### config.mk
export PLATFORM = sky130hd
export DESIGN_NAME = im_loader
export DESIGN_NICKNAME = d
export VERILOG_FILES = /design/src/rtl/im_loader.sv
export SDC_FILE = /design/constraint.sdc
export NUM_CORES = 1
export LEC_CHECK = 0
export BUFFER_PORTS_ARGS = -buffer_cell sky130_fd_sc_hd__buf_2
export CORE_MARGIN = 2
export CORE_UTILIZATION = 57
export CTS_CLUSTER_DIAMETER = 80
export DETAILED_ROUTE_END_ITERATION = 8
export PLACE_DENSITY = 0.86
export SYNTH_ARGS = -nofsm -noshare
export SYNTH_HDL_FRONTEND = slang
export SYNTH_SLANG_ARGS = --single-unit
### constraint.sdc
create_clock -name clk -period 2.6 [get_ports clk]
set_input_delay 0.26 -clock clk [delete_from_list [all_inputs] [get_ports clk]]
set_output_delay 0.26 -clock clk [all_outputs]
set_load 0.02 [all_outputs]
### src/rtl/im_loader.sv
// -----------------------------------------------------------------------------
// im_loader -- instruction-memory loader (byte stream -> 32-bit IM writes)
//
// Receives a byte stream, packs it into little-endian 32-bit words and writes
// them sequentially into the instruction memory through a single-port write
// interface. The CPU is held in reset until a load completes successfully.
//
// Stream format: N[7:0], N[15:8], then 4*N data bytes (each word LSB first),
// then, when IM_LOADER_CHKSUM_EN is defined, one checksum byte equal to the
// XOR of every byte accepted before it (length bytes included).
//
// Optional feature macro: IM_LOADER_CHKSUM_EN (checksum byte + CHK state).
//
// Ports:
//   clk        in   system clock, rising edge
//   rst_n      in   asynchronous active-low reset
//   start      in   one-cycle pulse, begins a load from IDLE, DONE or ERR
//   in_valid   in   byte source has a byte
//   in_data    in   [7:0] byte value
//   in_ready   out  loader accepts a byte this cycle
//   im_we      out  IM write enable, one-cycle pulse per word
//   im_addr    out  [ROM_ADDR_BITS-1:0] IM word address
//   im_wdata   out  [ROM_WIDTH-1:0] IM write data
//   busy       out  load in progress
//   done       out  load completed, held until next start
//   error      out  load aborted, held until next start
//   cpu_rst_n  out  CPU reset, high only in DONE
// -----------------------------------------------------------------------------
module im_loader #(
  parameter int ROM_WIDTH     = 32,
  parameter int ROM_ADDR_BITS = 5
) (
  input  logic                     clk,
  input  logic                     rst_n,
  input  logic                     start,
  input  logic                     in_valid,
  input  logic [7:0]               in_data,
  output logic                     in_ready,
  output logic                     im_we,
  output logic [ROM_ADDR_BITS-1:0] im_addr,
  output logic [ROM_WIDTH-1:0]     im_wdata,
  output logic                     busy,
  output logic                     done,
  output logic                     error,
  output logic                     cpu_rst_n
);

  typedef enum logic [2:0] {
    S_IDLE,
    S_LEN0,
    S_LEN1,
    S_DATA,
    S_WR,
    S_DONE,
    S_ERR
`ifdef IM_LOADER_CHKSUM_EN
    , S_CHK
`endif
  } state_t;

  // Largest legal word count; the word index is one bit wider so that a
  // full-depth load (N == 2**ROM_ADDR_BITS) can be counted to completion.
  localparam logic [16:0]            DEPTH_N = 17'(1) << ROM_ADDR_BITS;
  localparam logic [ROM_ADDR_BITS:0] IDX_ONE = 1;

  // Where the stream goes once the last word (or an empty body) is done.
`ifdef IM_LOADER_CHKSUM_EN
  localparam state_t S_TAIL = S_CHK;
`else
  localparam state_t S_TAIL = S_DONE;
`endif

  state_t                   state_q, state_d;
  logic [15:0]              n_q, n_d;
  logic [1:0]               byte_idx_q, byte_idx_d;
  logic [ROM_ADDR_BITS:0]   word_idx_q, word_idx_d;
  logic [ROM_WIDTH-1:0]     word_q, word_d;
  logic [ROM_ADDR_BITS-1:0] addr_q, addr_d;
  logic [ROM_WIDTH-1:0]     wdata_q, wdata_d;
  logic                     in_ready_q, in_ready_d;
  logic                     im_we_q, busy_q, busy_d, done_q, error_q, cpu_rst_n_q;
`ifdef IM_LOADER_CHKSUM_EN
  logic [7:0]               chk_q, chk_d;
`endif

  logic accept;
  assign accept = in_valid && in_ready_q;

  // Next-state and datapath logic.
  always_comb begin
    // NOTE: every variable gets a default before the case so that no path
    // leaves one unassigned, which would otherwise infer a latch.
    state_d    = state_q;
    n_d        = n_q;
    byte_idx_d = byte_idx_q;
    word_idx_d = word_idx_q;
    word_d     = word_q;
    addr_d     = addr_q;
    wdata_d    = wdata_q;
`ifdef IM_LOADER_CHKSUM_EN
    chk_d      = chk_q;
    if (accept && state_q != S_CHK) chk_d = chk_q ^ in_data;
`endif

    unique case (state_q)
      S_IDLE, S_DONE, S_ERR: begin
        if (start) begin
          state_d    = S_LEN0;
          n_d        = '0;
          byte_idx_d = '0;
          word_idx_d = '0;
          word_d     = '0;
`ifdef IM_LOADER_CHKSUM_EN
          chk_d      = '0;
`endif
        end
      end

      S_LEN0: begin
        if (accept) begin
          n_d[7:0] = in_data;
          state_d  = S_LEN1;
        end
      end

      S_LEN1: begin
        if (accept) begin
          n_d[15:8] = in_data;
          if ({1'b0, in_data, n_q[7:0]} > DEPTH_N) state_d = S_ERR;
          else if ({in_data, n_q[7:0]} == 16'd0)   state_d = S_TAIL;
          else                                     state_d = S_DATA;
        end
      end

      S_DATA: begin
        if (accept) begin
          unique case (byte_idx_q)
            2'd0: word_d[7:0]   = in_data;
            2'd1: word_d[15:8]  = in_data;
            2'd2: word_d[23:16] = in_data;
            2'd3: word_d[31:24] = in_data;
            default: ;
          endcase
          byte_idx_d = byte_idx_q + 2'd1;
          if (byte_idx_q == 2'd3) begin
            // Present the completed word to the IM port for the WR cycle.
            addr_d  = word_idx_q[ROM_ADDR_BITS-1:0];
            wdata_d = word_d;
            state_d = S_WR;
          end
        end
      end

      S_WR: begin
        word_idx_d = word_idx_q + IDX_ONE;
        if (16'(word_idx_q + IDX_ONE) == n_q) state_d = S_TAIL;
        else                                  state_d = S_DATA;
      end

`ifdef IM_LOADER_CHKSUM_EN
      S_CHK: begin
        if (accept) state_d = (in_data == chk_q) ? S_DONE : S_ERR;
      end
`endif

      default: state_d = S_IDLE;
    endcase
  end

  // Registered status outputs are decoded from the next state so they line
  // up with the state they describe.
  always_comb begin
    in_ready_d = 1'b0;
    busy_d     = 1'b0;
    unique case (state_d)
      S_LEN0, S_LEN1, S_DATA: begin
        in_ready_d = 1'b1;
        busy_d     = 1'b1;
      end
      S_WR: busy_d = 1'b1;
`ifdef IM_LOADER_CHKSUM_EN
      S_CHK: begin
        in_ready_d = 1'b1;
        busy_d     = 1'b1;
      end
`endif
      default: ;
    endcase
  end

  always_ff @(posedge clk or negedge rst_n) begin
    if (!rst_n) begin
      state_q     <= S_IDLE;
      n_q         <= '0;
      byte_idx_q  <= '0;
      word_idx_q  <= '0;
      word_q      <= '0;
      addr_q      <= '0;
      wdata_q     <= '0;
      in_ready_q  <= 1'b0;
      im_we_q     <= 1'b0;
      busy_q      <= 1'b0;
      done_q      <= 1'b0;
      error_q     <= 1'b0;
      cpu_rst_n_q <= 1'b0;
`ifdef IM_LOADER_CHKSUM_EN
      chk_q       <= '0;
`endif
    end else begin
      // NOTE: sequential state uses non-blocking assignments so every
      // register samples its pre-edge inputs regardless of statement order.
      state_q     <= state_d;
      n_q         <= n_d;
      byte_idx_q  <= byte_idx_d;
      word_idx_q  <= word_idx_d;
      word_q      <= word_d;
      addr_q      <= addr_d;
      wdata_q     <= wdata_d;
      in_ready_q  <= in_ready_d;
      im_we_q     <= (state_d == S_WR);
      busy_q      <= busy_d;
      done_q      <= (state_d == S_DONE);
      error_q     <= (state_d == S_ERR);
      cpu_rst_n_q <= (state_d == S_DONE);
`ifdef IM_LOADER_CHKSUM_EN
      chk_q       <= chk_d;
`endif
    end
  end

  assign in_ready  = in_ready_q;
  assign im_we     = im_we_q;
  assign im_addr   = addr_q;
  assign im_wdata  = wdata_q;
  assign busy      = busy_q;
  assign done      = done_q;
  assign error     = error_q;
  assign cpu_rst_n = cpu_rst_n_q;

endmodule
-- Word level (Yosys, flattened, before mapping)
Index checks and enable logic that the tools add are counted.
- register bits after elaboration: 101
- bits of input ports: 12
- output and inout port bits: 43
- word-level logic and storage cells: 80
- add/subtract/negate cells: 3
- magnitude comparators: 1
- eq/ne operators: 20
- muxes and demuxes: 27
- reduce and logical (&&, ||, !) cells: 16
- operators by type and width (kind ; count):
    $mux W32 ; 2
    $pmux W32 S2 ; 1
    $mux W8 ; 5
    $pmux W8 S2 ; 2
    $mux W3 ; 8
    $eq A3 B3 Y1 const B ; 6
    $eq A7 B16 Y1 ; 1
    $gt A16 B6 Y1 const B ; 1
    $logic_not A16 Y1 ; 1
    $mux W16 ; 1
    $pmux W3 S5 ; 1
    $eq A3 B2 Y1 const B ; 4
    $pmux W6 S2 ; 1
    $reduce_and A3 Y1 ; 4
    $ne A2 B2 Y1 const B ; 4
    $reduce_bool A2 Y1 ; 4
    $add A6 B1 Y7 const B ; 1
    $add A6 B1 Y6 const B ; 1
    $eq A3 B1 Y1 const B ; 2
    $mux W6 ; 1
    $reduce_or A3 Y1 ; 2
    $eq A2 B2 Y1 const B ; 2
    $mux W2 ; 2
    $pmux W2 S2 ; 1
    8 further kinds ; 9

-- Depth between registers and ports, before layout
- depth after elaboration: 8
- depth in mapped cells: 8
- gate-level depth less buffers: 7

-- Worst setup path after synthesis
Ideal clock, no wire load.
- path kind: register -> register
- start point: reg n_q[6]
- end point: reg error_q, in the netlist error
- setup time: 0.123 ns
- arrival time: 1.891 ns
- data required time: 2.477 ns
- path slack: 0.586 ns
- cell stages (with the launch flop): 7
- period minus slack after synthesis: 2.014 ns
- path through: dfrtp_1 -> nor4_2 -> nand3_2 -> or4_1 -> a221o_1 -> o21bai_4 -> nor3b_2
- longest elaborated chain between the ends: 6
- elaborated cells between the ends (all ways): 9
- those cells by class: 1 x order compare; 2 x eq/ne; 5 x mux; 1 x reduce/logical
- ends and longest elaborated chain (item ; line ; source):
    start, declared ; 74 ; logic [15:0] n_q, n_d;
    start signal, assigned ; 213 ; n_q <= n_d;
    branches (longest 4 deep; another with $gt A16 B6 Y1) ; n/a ;
    $pmux W3 S5 (*) ; 105 ; unique case (state_q)
    net state_d[1] ; 73 ; state_t state_q, state_d;
    $eq A3 B3 Y1 (*) ; 223 ; error_q <= (state_d == S_ERR);
    end signal, assigned ; 223 ;
    end, declared ; 81 ; logic im_we_q, busy_q, busy_d, done_q, error_q, cpu_rst_n_q;
Mark *: on every way through the listed nets, which the timed path passes.
A chain may end at the register's enable or synchronous reset.

-- Worst setup path after layout
- start point: reg word_idx_q[0]
- end point: reg cpu_rst_n_q, in the netlist cpu_rst_n
- longest elaborated chain between the ends: 5
- ends and longest elaborated chain (item ; line ; source):
    start, declared ; 76 ; logic [ROM_ADDR_BITS:0] word_idx_q, word_idx_d;
    start signal, assigned ; 215 ; word_idx_q <= word_idx_d;
    $add A6 B1 Y7 ; 156 ; if (16'(word_idx_q + IDX_ONE) == n_q) state_d = S_TAIL;
    $eq A7 B16 Y1 ; 156 ;
    $mux W3 ; 156 ;
    $pmux W3 S5 ; 105 ;
    net state_d[2] ; 73 ;
    $eq A3 B3 Y1 ; 224 ; cpu_rst_n_q <= (state_d == S_DONE);
    end signal, assigned ; 224 ;
    end, declared ; 81 ;
The timed path passes the listed nets, and every way through them passes these cells.

==> results.py <==
metrics = {
    "worst_hold_path": {
        "hold_depth": 3,
        "hp-start": "in_data[7]",
        "min-delay-path-class": "in -> reg",
        "hold_end": "im_wdata[31]$_DFFE_PN0P_",
    },
    "worst_setup_path": {
        "reg2reg_setup_slack_ps": 380,
        "required_ps": 2860,
        "r2r-end": "cpu_rst_n$_DFF_PN0_",
        "path_buf_inv": 0,
        "r2r_start": "word_idx_q[0]$_DFFE_PN0P_",
        "cp_slowest_cell": "dfrtp_1",
        "crit_chain": "ha_1 > nand3_1 > or3_1 > nand4_1 > nor3_1 > or3_1 > and3b_2",
        "crit_top_cell": "or3_1",
        "path_delay_family": "simple AND/OR/NAND/NOR gates",
        "r2r_cells": 7,
        "cp-start-kind": "register",
        "crit_type": "reg -> reg",
        "worstPathArrival_ps": 2480,
        "slowest_delay_ps": 470,
        "path_max_fanout": 7,
        "endpoint_kind": "register",
    },
    "floorplanning": {
        "core_um2": 7250,
        "std_cell_rows": 31,
        "ioPinCount": 55,
        "die_area_um2": 8170,
        "start_util_pct": 58.6,
        "die_h_um": 90.4,
        "die_x_um": 90.4,
    },
    "place": {
        "place_congestion": 0.832,
        "place_hpwl_um": 6630,
        "portBuffers": 54,
    },
    "clock_network": {
        "cts_buffer_depth": 2,
        "clock-sinks": 93,
        "htreeDepth": 3,
        "clk_latency_ps": 370,
        "cts.clk_slew.worst_paths_ps": 90,
        "cts_root_buffer": "clkbuf_8",
        "cts_tree": "built",
        "numCtsBuffers": 9,
    },
    "sta": {
        "tns_ps": 0,
        "drv_slew": 0,
        "clock_skew_ps": 11.4,
        "slew_headroom_pct": 53.3,
        "timing.fmax_mhz": 450,
        "fin_crit_sh_pct": 85.5,
        "rsz0062_at_grt": "false",
        "setup-violations-final": 0,
        "worst_pin_slew_ps": 695,
        "fin_crit_ps": 2220,
        "hold_viol_final": 0,
    },
    "logic_synthesis": {
        "syn_inst": 421,
        "synth-main-ff-cell": "dfrtp_1",
        "syn_avg_cell_area_um2": 10.1,
        "synth_edf_count": 0,
        "async_flop_share_pct": 100,
        "ys_seq_area_share_pct": 54.7,
        "synth_seq_cells": 93,
        "synthesis.nets": 438,
        "yosys_warnings": 0,
        "syn-cell-area_um2": 4250,
        "yosys.cell_types.count": 49,
    },
    "pwr": {
        "leakage_nw": 2.43,
        "pwr-share-seq_pct": 43.0,
        "worst_ir_drop_vdd_mv": 0.346,
        "power_switching_mw": 1.74,
        "power_mw": 4.61,
        "power_frac_comb_pct": 35.4,
        "p_int_mw": 2.87,
        "swShare_pct": 37.8,
        "clockPowerShare_pct": 21.6,
        "p_per_area_nw_per_um2": 960,
    },
    "final_layout": {
        "final_common_cell": "nand2_1",
        "drive_gt1_share_pct": 18.3,
        "layout_common_cells": "nand2_1 (100), dfrtp_1 (93), buf_2 (53)",
        "diodes": 0,
        "area_growth_pct": 12.9,
        "nets": 482,
        "fin_util_pct": 66.2,
    },
    "grt": {
        "grtUsageTotal_pct": 25.8,
        "gr-total-overflow": 0,
        "grt_pass1_wl_um": 16600,
        "grt_pass1_vias": 3320,
        "grt_antenna_before_repair": 0,
        "grt_max_degree": 56,
    },
    "routing": {
        "post_drt_wl_per_cell_um": 17.6,
        "drtIter0Drc": 271,
        "first_pass_iters": 6,
        "vias_per_cell": 5.94,
        "via_count": 3382,
        "drc": 0,
        "routed_wl_um": 10000,
        "detail-route-antenna-nets": 0,
    },
    "outcome": {
        "status": "completed",
    },
    "run": {
        "drv_cap": 0,
    },
}
cell type report:
| cell class | count | area (um^2) |
|---|---|---|
| clock buffers | 12 | 145 |
| clock inverters | 4 | 55.1 |
| fillers | 557 | 2450 |
| inverters | 6 | 22.5 |
| multi-input cells | 290 | 1760 |
| flip-flops and latches | 93 | 2330 |
| well taps | 99 | 124 |
| repair buffers | 65 | 370 |
power by group through the flow:
stage	clock [mW]	sequential (mW)	combinational, mW
after detailed placement	0	2.00	1.59
after global routing	1.05	2.02	1.79
after CTS	0.996	1.98	1.61
after global placement	0	1.98	1.53
after floorplan	0	2.01	1.09
final	0.994	1.98	1.63
synthesized netlist by cell type (2+ instances only):
cell type	count	area, um^2
xor3_1	2	47.6
nor3b_1	2	15.0
nor2_1	11	41.3
nand2_1	100	375
o21ai_0	43	215
buf_6	2	22.5
nor2b_1	3	18.8
clkbuf_1	14	52.6
and2_1	3	18.8
xnor2_1	5	43.8
xor2_1	3	26.3
buf_2	4	20.0
nand4_1	2	12.5
nor3b_2	2	25.0
dfrtp_1	93	2330
nor3_1	4	20.0
ha_1	5	62.6
or3_1	2	12.5
a21oi_1	2	10.0
o21ai_1	4	20.0
inv_1	6	22.5
mux2i_1	24	240
buf_1	9	33.8
o211ai_1	2	15.0
clkbuf_2	2	10.0
a22o_1	24	210
nand3_1	26	130
state kept, by name, indices dropped and copies added, names as in the netlist:
| signal | cells |
|---|---|
| busy | 1 |
| n_q | 16 |
| in_ready | 1 |
| state_q | 3 |
| im_addr | 5 |
| cpu_rst_n | 1 |
| word_idx_q | 6 |
| byte_idx_q | 2 |
| im_wdata | 32 |
| error | 1 |
| im_we | 1 |
| word_q | 24 |
repair_timing:
action	in CTS	in global routing
endpoints found under the hold margin	54	0
hold buffers	1	0
setup buffers	0	0
gates resized for setup	0	0
through the flow:
step / cells / cell area, um^2 / hold WS, ps / worst slack [ps]
final: 569 / 4800 / 223 / 378
after detailed placement: 552 / 4590 / 352 / 438
after floorplan: 421 / 4250 / -35.6 / 586
after global placement: 552 / 4590 / 341 / 461
after global routing: 569 / 4800 / 243 / 229
after CTS: 569 / 4800 / 211 / 406
worst max path at each step:
stage,from,end,slack [ps],cells past startpoint
6_report,word_idx_q[0]$_DFFE_PN0P_,cpu_rst_n$_DFF_PN0_,380,7
5_1_grt,word_idx_q[0]$_DFFE_PN0P_,cpu_rst_n$_DFF_PN0_,230,7
4_1_cts,word_idx_q[0]$_DFFE_PN0P_,cpu_rst_n$_DFF_PN0_,410,7
3_5_place_dp,in_data[5],error$_DFF_PN0_,440,7
3_3_place_gp,in_data[5],error$_DFF_PN0_,460,7
2_1_floorplan,n_q[6]$_DFFE_PN0P_,error$_DFF_PN0_,590,6
logic make-up (layout without fill, tap and decap cells):
group	Yosys count	after routing	share of synthesized area (%)
muxes	24	24	5.65
xor gates and xnor gates	10	10	2.77
and+or+nand+nor	164	164	17.8
DFF	93	93	54.7
AOI/OAI and AO/OA	87	87	13.6
adders and majority gates	5	5	1.47
buffers and inverters	38	87	3.97
metal layers:
metal	GRT usage, %	share of wire (%)
met2	41.4	50
met5	0	0
met3	4.26	5.9
met1	34.5	42
met4	12.2	2.4
worst min-delay path, cell delays in order:
cell	delay [ps]
buf_2	170
nand2_1	80
nand2_1	50
Note: power is estimated with default switching activity, not from simulation.
